File: src/rtl/periph_csb_pkg.sv
// periph_csb_pkg: shared types and helpers for the periph-to-CSB bridge.
package periph_csb_pkg;

    typedef enum logic [2:0] {
        IDLE, CMD_RD, WAIT_RD, CMD_RMW_RD, WAIT_RMW_RD, CMD_WR, WAIT_WR, DONE
    } state_e;

    typedef enum logic [2:0] {MISS, NOP, RD, WR_FULL, WR_PART} req_class_e;

    localparam logic [31:0] ERR_DATA_DEFAULT = 32'hDEAD_BEEF;

    function automatic logic [31:0] merge_bytes(input logic [3:0] be, input logic [31:0] wdata,
                                                 input logic [31:0] rdata);
        logic [31:0] m;
        for (int i = 0; i < 4; i++) m[8*i +: 8] = be[i] ? wdata[8*i +: 8] : rdata[8*i +: 8];
        return m;
    endfunction

    function automatic req_class_e classify(input logic miss, input logic wen, input logic [3:0] be);
        return miss ? MISS : wen ? RD : be == 4'h0 ? NOP : be == 4'hF ? WR_FULL : WR_PART;
    endfunction

endpackage

File: src/rtl/periph_csb_intf.sv
// periph_csb_intf: HWPE peripheral port and NVDLA CSB port bundles.
interface hwpe_ctrl_intf_periph #(parameter int unsigned ID_WIDTH = 8);
    logic                req;
    logic [31:0]         add;
    logic                wen;
    logic [3:0]          be;
    logic [31:0]         data;
    logic [ID_WIDTH-1:0] id;
    logic                gnt;
    logic [31:0]         r_data;
    logic                r_valid;
    logic [ID_WIDTH-1:0] r_id;
    modport master(output req, add, wen, be, data, id, input gnt, r_data, r_valid, r_id);
    modport slave(input req, add, wen, be, data, id, output gnt, r_data, r_valid, r_id);
endinterface

interface nvdla_csb_intf;
    logic        valid;
    logic        ready;
    logic [15:0] addr;
    logic [31:0] wdat;
    logic        write;
    logic        nposted;
    logic        r_valid;
    logic [31:0] r_data;
    logic        wr_complete;
    modport master(output valid, addr, wdat, write, nposted, input ready, r_valid, r_data, wr_complete);
    modport slave(input valid, addr, wdat, write, nposted, output ready, r_valid, r_data, wr_complete);
endinterface

File: src/rtl/periph_csb_bridge_watchdog.sv
// csb_watchdog: counts cycles spent waiting for a CSB response.
module csb_watchdog #(
    parameter int unsigned TIMEOUT_CYCLES = 1024
) (
    input  logic clk,
    input  logic rst,
    input  logic clear,
    input  logic en,
    output logic expired
);

    localparam int unsigned CW = $clog2(TIMEOUT_CYCLES);

    logic [CW-1:0] cnt_q, cnt_d;

    always_comb begin
        cnt_d   = clear ? '0 : en ? cnt_q + 1'b1 : cnt_q;
        expired = en && cnt_q == CW'(TIMEOUT_CYCLES - 1);
    end

    always_ff @(posedge clk) begin
        if (rst) cnt_q <= '0;
        else     cnt_q <= cnt_d;
    end

endmodule

File: src/rtl/periph_csb_bridge.sv
// periph_csb_bridge: single-outstanding HWPE periph to NVDLA CSB bridge with
// ID window check, byte-enable RMW, response watchdog and posting mode.
module periph_csb_bridge
    import periph_csb_pkg::*;
#(
    parameter int unsigned ID_WIDTH       = 8,
    parameter logic [15:0] CSB_ID         = 16'h0000,
    parameter bit          CHECK_ID       = 1'b1,
    parameter int unsigned ADDR_LSB       = 2,
    parameter bit          NPOSTED        = 1'b1,
    parameter int unsigned TIMEOUT_CYCLES = 1024,
    parameter logic [31:0] ERR_DATA       = ERR_DATA_DEFAULT
) (
    input  logic                 clk,
    input  logic                 rst,
    hwpe_ctrl_intf_periph.slave  periph,
    nvdla_csb_intf.master        csb,
    output logic                 err_o,
    output logic [15:0]          err_cnt_o,
    output logic                 busy_o
);

    state_e              state_q, state_d;
    logic [15:0]         addr_q, addr_d;
    logic                wen_q, wen_d;
    logic [3:0]          be_q, be_d;
    logic [31:0]         data_q, data_d;
    logic [ID_WIDTH-1:0] id_q, id_d;
    logic                err_flag_q, err_flag_d;
    logic                r_valid_q, r_valid_d;
    logic [31:0]         r_data_q, r_data_d;
    logic [ID_WIDTH-1:0] r_id_q, r_id_d;
    logic                err_q, err_d;
    logic [15:0]         err_cnt_q, err_cnt_d;
    logic                csb_valid, wd_clear, wd_en, wd_expired, rsp;
    req_class_e          cls;

    csb_watchdog #(.TIMEOUT_CYCLES(TIMEOUT_CYCLES)) u_wd (
        .clk(clk), .rst(rst), .clear(wd_clear), .en(wd_en), .expired(wd_expired)
    );

    assign cls = classify(CHECK_ID && periph.add[31:16] != CSB_ID, periph.wen, periph.be);
    assign rsp = state_q == WAIT_WR ? csb.wr_complete : csb.r_valid;

    always_comb begin
        state_d    = state_q;
        addr_d     = addr_q;
        wen_d      = wen_q;
        be_d       = be_q;
        data_d     = data_q;
        id_d       = id_q;
        err_flag_d = err_flag_q;
        r_valid_d  = 1'b0;
        r_data_d   = r_data_q;
        r_id_d     = r_id_q;
        err_d      = 1'b0;
        err_cnt_d  = err_cnt_q;
        csb_valid  = 1'b0;
        wd_clear   = 1'b0;
        wd_en      = 1'b0;
        case (state_q)
            IDLE: if (periph.req) begin
                addr_d     = periph.add[ADDR_LSB +: 16];
                wen_d      = periph.wen;
                be_d       = periph.be;
                data_d     = periph.data;
                id_d       = periph.id;
                err_flag_d = cls == MISS;
                state_d    = (cls == MISS || cls == NOP) ? DONE : cls == RD ? CMD_RD :
                             cls == WR_FULL ? CMD_WR : CMD_RMW_RD;
            end
            CMD_RD, CMD_RMW_RD, CMD_WR: begin
                csb_valid = 1'b1;
                if (csb.ready) begin
                    wd_clear = 1'b1;
                    state_d  = state_q == CMD_RD ? WAIT_RD : state_q == CMD_RMW_RD ? WAIT_RMW_RD :
                               NPOSTED ? WAIT_WR : DONE;
                end
            end
            WAIT_RD, WAIT_RMW_RD, WAIT_WR: begin
                wd_en = 1'b1;
                // A response in the expiry cycle still wins over the timeout.
                if (rsp) begin
                    data_d  = state_q == WAIT_RMW_RD ? merge_bytes(be_q, data_q, csb.r_data) :
                              state_q == WAIT_RD ? csb.r_data : data_q;
                    state_d = state_q == WAIT_RMW_RD ? CMD_WR : DONE;
                end else if (wd_expired) begin
                    err_flag_d = 1'b1;
                    state_d    = DONE;
                end
            end
            DONE: begin
                state_d   = IDLE;
                r_valid_d = 1'b1;
                r_data_d  = err_flag_q ? ERR_DATA : wen_q ? data_q : '0;
                r_id_d    = id_q;
                err_d     = err_flag_q;
                err_cnt_d = (err_flag_q && err_cnt_q != 16'hFFFF) ? err_cnt_q + 16'd1 : err_cnt_q;
            end
            default: state_d = IDLE;
        endcase
    end

    always_ff @(posedge clk) begin
        if (rst) begin
            state_q    <= IDLE;
            addr_q     <= '0;
            wen_q      <= 1'b0;
            be_q       <= '0;
            data_q     <= '0;
            id_q       <= '0;
            err_flag_q <= 1'b0;
            r_valid_q  <= 1'b0;
            r_data_q   <= '0;
            r_id_q     <= '0;
            err_q      <= 1'b0;
            err_cnt_q  <= '0;
        end else begin
            state_q    <= state_d;
            addr_q     <= addr_d;
            wen_q      <= wen_d;
            be_q       <= be_d;
            data_q     <= data_d;
            id_q       <= id_d;
            err_flag_q <= err_flag_d;
            r_valid_q  <= r_valid_d;
            r_data_q   <= r_data_d;
            r_id_q     <= r_id_d;
            err_q      <= err_d;
            err_cnt_q  <= err_cnt_d;
        end
    end

    assign periph.gnt     = !rst && state_q == DONE;
    assign periph.r_valid = r_valid_q;
    assign periph.r_data  = r_data_q;
    assign periph.r_id    = r_id_q;
    assign csb.valid      = !rst && csb_valid;
    assign csb.addr       = addr_q;
    assign csb.wdat       = data_q;
    assign csb.write      = state_q == CMD_WR;
    assign csb.nposted    = NPOSTED;
    assign err_o          = err_q;
    assign err_cnt_o      = err_cnt_q;
    assign busy_o         = state_q != IDLE;

endmodule

File: src/flat_wrapper.sv
// flat-port wrapper written by rule: the top's interface ports become plain ports
module periph_csb_bridge_flat import periph_csb_pkg::*;
#(
    parameter int unsigned ID_WIDTH       = 8,
    parameter logic [15:0] CSB_ID         = 16'h0000,
    parameter bit          CHECK_ID       = 1'b1,
    parameter int unsigned ADDR_LSB       = 2,
    parameter bit          NPOSTED        = 1'b1,
    parameter int unsigned TIMEOUT_CYCLES = 1024,
    parameter logic [31:0] ERR_DATA       = ERR_DATA_DEFAULT
)
  (clk, rst, err_o, err_cnt_o, busy_o, periph_req, periph_add, periph_wen, periph_be, periph_data, periph_id, periph_gnt, periph_r_data, periph_r_valid, periph_r_id, csb_valid, csb_addr, csb_wdat, csb_write, csb_nposted, csb_ready, csb_r_valid, csb_r_data, csb_wr_complete);
  hwpe_ctrl_intf_periph #(.ID_WIDTH(ID_WIDTH)) periph_i ();
  nvdla_csb_intf csb_i ();
  input  logic clk;
  input  logic rst;
  output logic err_o;
  output logic [15:0] err_cnt_o;
  output logic busy_o;
  input wire logic [$bits(periph_i.req)-1:0] periph_req;
  input wire logic [$bits(periph_i.add)-1:0] periph_add;
  input wire logic [$bits(periph_i.wen)-1:0] periph_wen;
  input wire logic [$bits(periph_i.be)-1:0] periph_be;
  input wire logic [$bits(periph_i.data)-1:0] periph_data;
  input wire logic [$bits(periph_i.id)-1:0] periph_id;
  output wire logic [$bits(periph_i.gnt)-1:0] periph_gnt;
  output wire logic [$bits(periph_i.r_data)-1:0] periph_r_data;
  output wire logic [$bits(periph_i.r_valid)-1:0] periph_r_valid;
  output wire logic [$bits(periph_i.r_id)-1:0] periph_r_id;
  output wire logic [$bits(csb_i.valid)-1:0] csb_valid;
  output wire logic [$bits(csb_i.addr)-1:0] csb_addr;
  output wire logic [$bits(csb_i.wdat)-1:0] csb_wdat;
  output wire logic [$bits(csb_i.write)-1:0] csb_write;
  output wire logic [$bits(csb_i.nposted)-1:0] csb_nposted;
  input wire logic [$bits(csb_i.ready)-1:0] csb_ready;
  input wire logic [$bits(csb_i.r_valid)-1:0] csb_r_valid;
  input wire logic [$bits(csb_i.r_data)-1:0] csb_r_data;
  input wire logic [$bits(csb_i.wr_complete)-1:0] csb_wr_complete;
  assign periph_i.req = periph_req;
  assign periph_i.add = periph_add;
  assign periph_i.wen = periph_wen;
  assign periph_i.be = periph_be;
  assign periph_i.data = periph_data;
  assign periph_i.id = periph_id;
  assign periph_gnt = periph_i.gnt;
  assign periph_r_data = periph_i.r_data;
  assign periph_r_valid = periph_i.r_valid;
  assign periph_r_id = periph_i.r_id;
  assign csb_valid = csb_i.valid;
  assign csb_addr = csb_i.addr;
  assign csb_wdat = csb_i.wdat;
  assign csb_write = csb_i.write;
  assign csb_nposted = csb_i.nposted;
  assign csb_i.ready = csb_ready;
  assign csb_i.r_valid = csb_r_valid;
  assign csb_i.r_data = csb_r_data;
  assign csb_i.wr_complete = csb_wr_complete;
  periph_csb_bridge #(.ID_WIDTH(ID_WIDTH), .CSB_ID(CSB_ID), .CHECK_ID(CHECK_ID), .ADDR_LSB(ADDR_LSB), .NPOSTED(NPOSTED), .TIMEOUT_CYCLES(TIMEOUT_CYCLES), .ERR_DATA(ERR_DATA)) u_core (.clk(clk), .rst(rst), .periph(periph_i), .csb(csb_i), .err_o(err_o), .err_cnt_o(err_cnt_o), .busy_o(busy_o));
endmodule
File: config.mk
export PLATFORM = sky130hd
export DESIGN_NAME = periph_csb_bridge_flat
export DESIGN_NICKNAME = d
export VERILOG_FILES = /design/src/rtl/periph_csb_pkg.sv /design/src/rtl/periph_csb_intf.sv /design/src/rtl/periph_csb_bridge_watchdog.sv /design/src/rtl/periph_csb_bridge.sv /design/src/flat_wrapper.sv
export SDC_FILE = /design/constraint.sdc
export NUM_CORES = 1
export LEC_CHECK = 0
export CAP_MARGIN = 20
export CORE_MARGIN = 1
export CORE_UTILIZATION = 40
export DETAILED_ROUTE_END_ITERATION = 10
export GPL_ROUTABILITY_DRIVEN = 0
export HOLD_SLACK_MARGIN = 0.03
export MAX_ROUTING_LAYER = met4
export PLACE_DENSITY = 0.77
export SYNTH_ARGS = -nofsm -noshare
export SYNTH_HDL_FRONTEND = slang
export SYNTH_HIERARCHICAL = 1
export SYNTH_SLANG_ARGS = --single-unit
File: constraint.sdc
create_clock -name clk -period 2.52 [get_ports clk]
set_input_delay 0.63 -clock clk [delete_from_list [all_inputs] [get_ports clk]]
set_output_delay 0.63 -clock clk [all_outputs]
set_load 0.02 [all_outputs]
==> flow_metrics.env <==
export IMPL_cts_buffers=17
export IMPL_antenna_found_initial=1
export IMPL_grt_usage=0.222
export IMPL_grt_overflow=0
export IMPL_clockBufferDepth=2
export IMPL_cp_data_required_time_ns=1.89
export IMPL_grt_pass1_wl_mm=25.3
export IMPL_clk_pin_slew_ns=0.05
export IMPL_end_kind="output port"
export IMPL_io_buffer_count=222
export IMPL_yosysUniqueCellTypes=54
export IMPL_area_growth_pct=52.1
export IMPL_syn_nets=759
export IMPL_hold_path_class="register to register"
export IMPL_root_buffer="clkbuf_16"
export IMPL_grt_setup_unrepaired="no"
export IMPL_die_area_mm2=0.0152
export IMPL_period_share=0.959
export IMPL_crit_buf_inv=2
export IMPL_path_class="register to output port"
export IMPL_p_leak_nw=3.46
export IMPL_ios=226
export IMPL_worstPathCellList="buf_4, nand2_1, nand2_1, nor2_1, clkdlybuf4s50_1"
export IMPL_tightest_slew_ns=0.788
export IMPL_mostFrequentLayoutCells="clkdlybuf4s50_1, dfxtp_1, nand2_1"
export IMPL_maxSlewHeadroom=0.475
export IMPL_ys_top_cells_by_area="dfxtp_1, mux2_2, mux2i_1"
export IMPL_skew_ns=0.00701
export IMPL_ys_ff_latch=133
export IMPL_drtAntennaViolNets=0
export IMPL_peakVddDrop_uv=561
export IMPL_die_w_um=123
export IMPL_startpoint="u_core/state_q[1]$_SDFFE_PP0P_"
export IMPL_slew_viol_final=0
export IMPL_synth_top_area_frac=0.452
export IMPL_finalSetupTns_ns=0
export IMPL_timing_rr_end="u_core/state_q[2]$_SDFFE_PP0P_"
export IMPL_routed_wl_mm=16.4
export IMPL_clock_latency_ns=0.41
export IMPL_core_mm2=0.0141
export IMPL_synth_edf_count=0
export IMPL_yosysTopAreaCell="dfxtp_1"
export IMPL_htree_levels=4
export IMPL_drive_gt1_frac=0.124
export IMPL_drc=0
export IMPL_r2r_start="u_core/state_q[1]$_SDFFE_PP0P_"
export IMPL_crit_top_cell="nand2_1"
export IMPL_synth_seq_area_share=0.452
export IMPL_place_hpwl_mm=11.7
export IMPL_fin_crit_ns=2.42
export IMPL_synth_area_mm2=0.00589
export IMPL_vias_per_cell=5.22
export IMPL_cts_tree="built"
export IMPL_vias=5488
export IMPL_drv_cap=0
export IMPL_synthCells=642
export IMPL_nNetsFinal=975
export IMPL_hp_start="u_core/id_q[1]$_SDFFE_PP0P_"
export IMPL_start_kind="register"
export IMPL_avgSynthCellArea_um2=9.17
export IMPL_first_global_vias=5058
export IMPL_outcome="finished, final reports clean"
export IMPL_holdBufCountCts=0
export IMPL_whs_path_depth=2
export IMPL_crit_arrival_ns=1.79
export IMPL_final_common_cell="clkdlybuf4s50_1"
export IMPL_setup_viol=0
export IMPL_fmax_ghz=0.414
export IMPL_ys_warn_count=6
export IMPL_synthFlopType="dfxtp_1"
export IMPL_crit_family="buffers and inverters"
export IMPL_powerDensity_mw_per_mm2=906
export IMPL_die_height_um=123
export IMPL_r2r_slack_ns=0.29
export IMPL_drtIter0Drc=316
export IMPL_reg2reg_depth=10
export IMPL_num_rows=43
export IMPL_holdWs_ns=0.448
export IMPL_crit_path_max_incr_delay_ns=0.62
export IMPL_wl_per_cell_um=15.6
export IMPL_hold_viol=0
export IMPL_cp_max_fo=19
export IMPL_hold_end="u_core/periph.r_id[1]$_SDFFE_PP0P_"
export IMPL_async_flop_share=0
export IMPL_start_util=0.418
export IMPL_critPathSlowestCell="clkdlybuf4s50_1"
export IMPL_drt_pass1_iterations=5
export IMPL_grt_max_degree=79
export IMPL_cts_sinks=133
logic make-up (layout without fill, tap and decap cells):
| family | Yosys count | count (layout) | share of synthesized area |
|---|---|---|---|
| XOR/XNOR | 5 | 5 | 0.00744 |
| flip-flops | 133 | 133 | 0.452 |
| multiplexers | 75 | 75 | 0.136 |
| AO/OA/AOI/OAI | 113 | 113 | 0.136 |
| other | 1 | 2 | 0.000637 |
| buffers and inverters | 53 | 282 | 0.0397 |
| AND/OR/NAND/NOR | 260 | 260 | 0.224 |
| adder cells (fa/ha/maj) | 2 | 2 | 0.00425 |
area by class of cell:
cell class | instances | area [um^2]
antenna | 1 | 2.50
clock buffer | 24 | 472
clock inverter | 8 | 148
fill | 1184 | 5140
inverter | 5 | 18.8
multi-input combinational | 456 | 3020
sequential | 133 | 2660
tap | 180 | 225
timing repair buffer | 245 | 2410
per-layer routing:
layer	vias up	global-route usage	share of wire
met5	-	-	0
met4	0	0.0633	0.013
met3	11	0.0715	0.065
met2	171	0.364	0.50
met1	2590	0.260	0.42
li1	2716	-	-
per-stage QoR:
stage / area (um^2) / std cells / power, mW / utilization / worst slack [ns]
floorplan: 5890 / 642 / 4.42 / - / 0.0616
finish: 8950 / 1052 / 8.11 / 0.635 / 0.103
CTS: 8940 / 1050 / 8.18 / 0.634 / 0.0757
detailed placement: 8320 / 1018 / 5.59 / 0.590 / 0.131
global placement: 8320 / 1018 / 5.55 / 0.590 / 0.160
global route: 8950 / 1052 / 8.50 / 0.635 / 0.0421
how the worst max path moves through the flow:
stage	end	cells past startpoint	slack [ns]
after global routing	csb_valid	5	0.04
after global placement	u_core/periph.r_data[17]$_SDFFE_PP0P_	5	0.16
final	csb_valid	5	0.10
after floorplan	u_core/state_q[2]$_SDFFE_PP0P_	13	0.06
after detailed placement	u_core/periph.r_data[14]$_SDFFE_PP0P_	5	0.13
after CTS	csb_valid	5	0.08
registers in the layout (all words and copies together) (netlist names), 3 cells and up:
signal	cells
u_core/csb.addr	16
u_core/be_q	4
u_core/u_wd/cnt_q	10
u_core/err_cnt_o	16
u_core/csb.wdat	32
u_core/periph.r_data	32
u_core/periph.r_id	8
u_core/state_q	3
u_core/id_q	8
power breakdown:
group	leakage, nW	internal, mW	total, mW	switching, mW
clock network	0.302	1.71	2.58	0.872
logic	2.08	1.42	2.87	1.44
registers	1.08	2.43	2.67	0.237
total	3.46	5.56	8.11	2.55
synthesized netlist by cell type, types with 2 or more instances:
cell type / instances
o21bai_1: 2
xnor2_1: 2
buf_4: 2
buf_1: 4
nor4_1: 13
o21ai_0: 3
and4_1: 3
nand2_1: 84
dfxtp_1: 133
ha_1: 2
xor2_1: 3
inv_1: 5
and3_1: 3
nand3_1: 9
nand3b_1: 4
mux2i_1: 35
nor2_1: 55
nor2b_1: 42
o31ai_1: 5
a221o_1: 24
and3b_1: 2
mux2_2: 40
a211oi_1: 2
a21oi_1: 55
nand4_1: 8
clkbuf_1: 25
o21bai_2: 4
o311ai_0: 2
nand2b_1: 4
or4_1: 6
nor3b_1: 4
nor3_1: 9
or3_1: 5
buf_2: 16
a22o_1: 8
worst register-to-register path, stage by stage, from the launching register on:
cell,delay (ns)
dfxtp_1,0.35
buf_4,0.25
o21bai_4,0.10
inv_1,0.18
nand4_2,0.12
nor4_1,0.28
buf_4,0.18
nor3b_1,0.05
a2bb2oi_1,0.25
a31oi_1,0.11
a2111oi_0,0.26
repair_timing:
action                     4_1_cts  5_1_grt
setup endpoints to repair        3        0
resized for setup                4        0
buffers inserted                 0        0
Power figures use the tool's default switching activity.
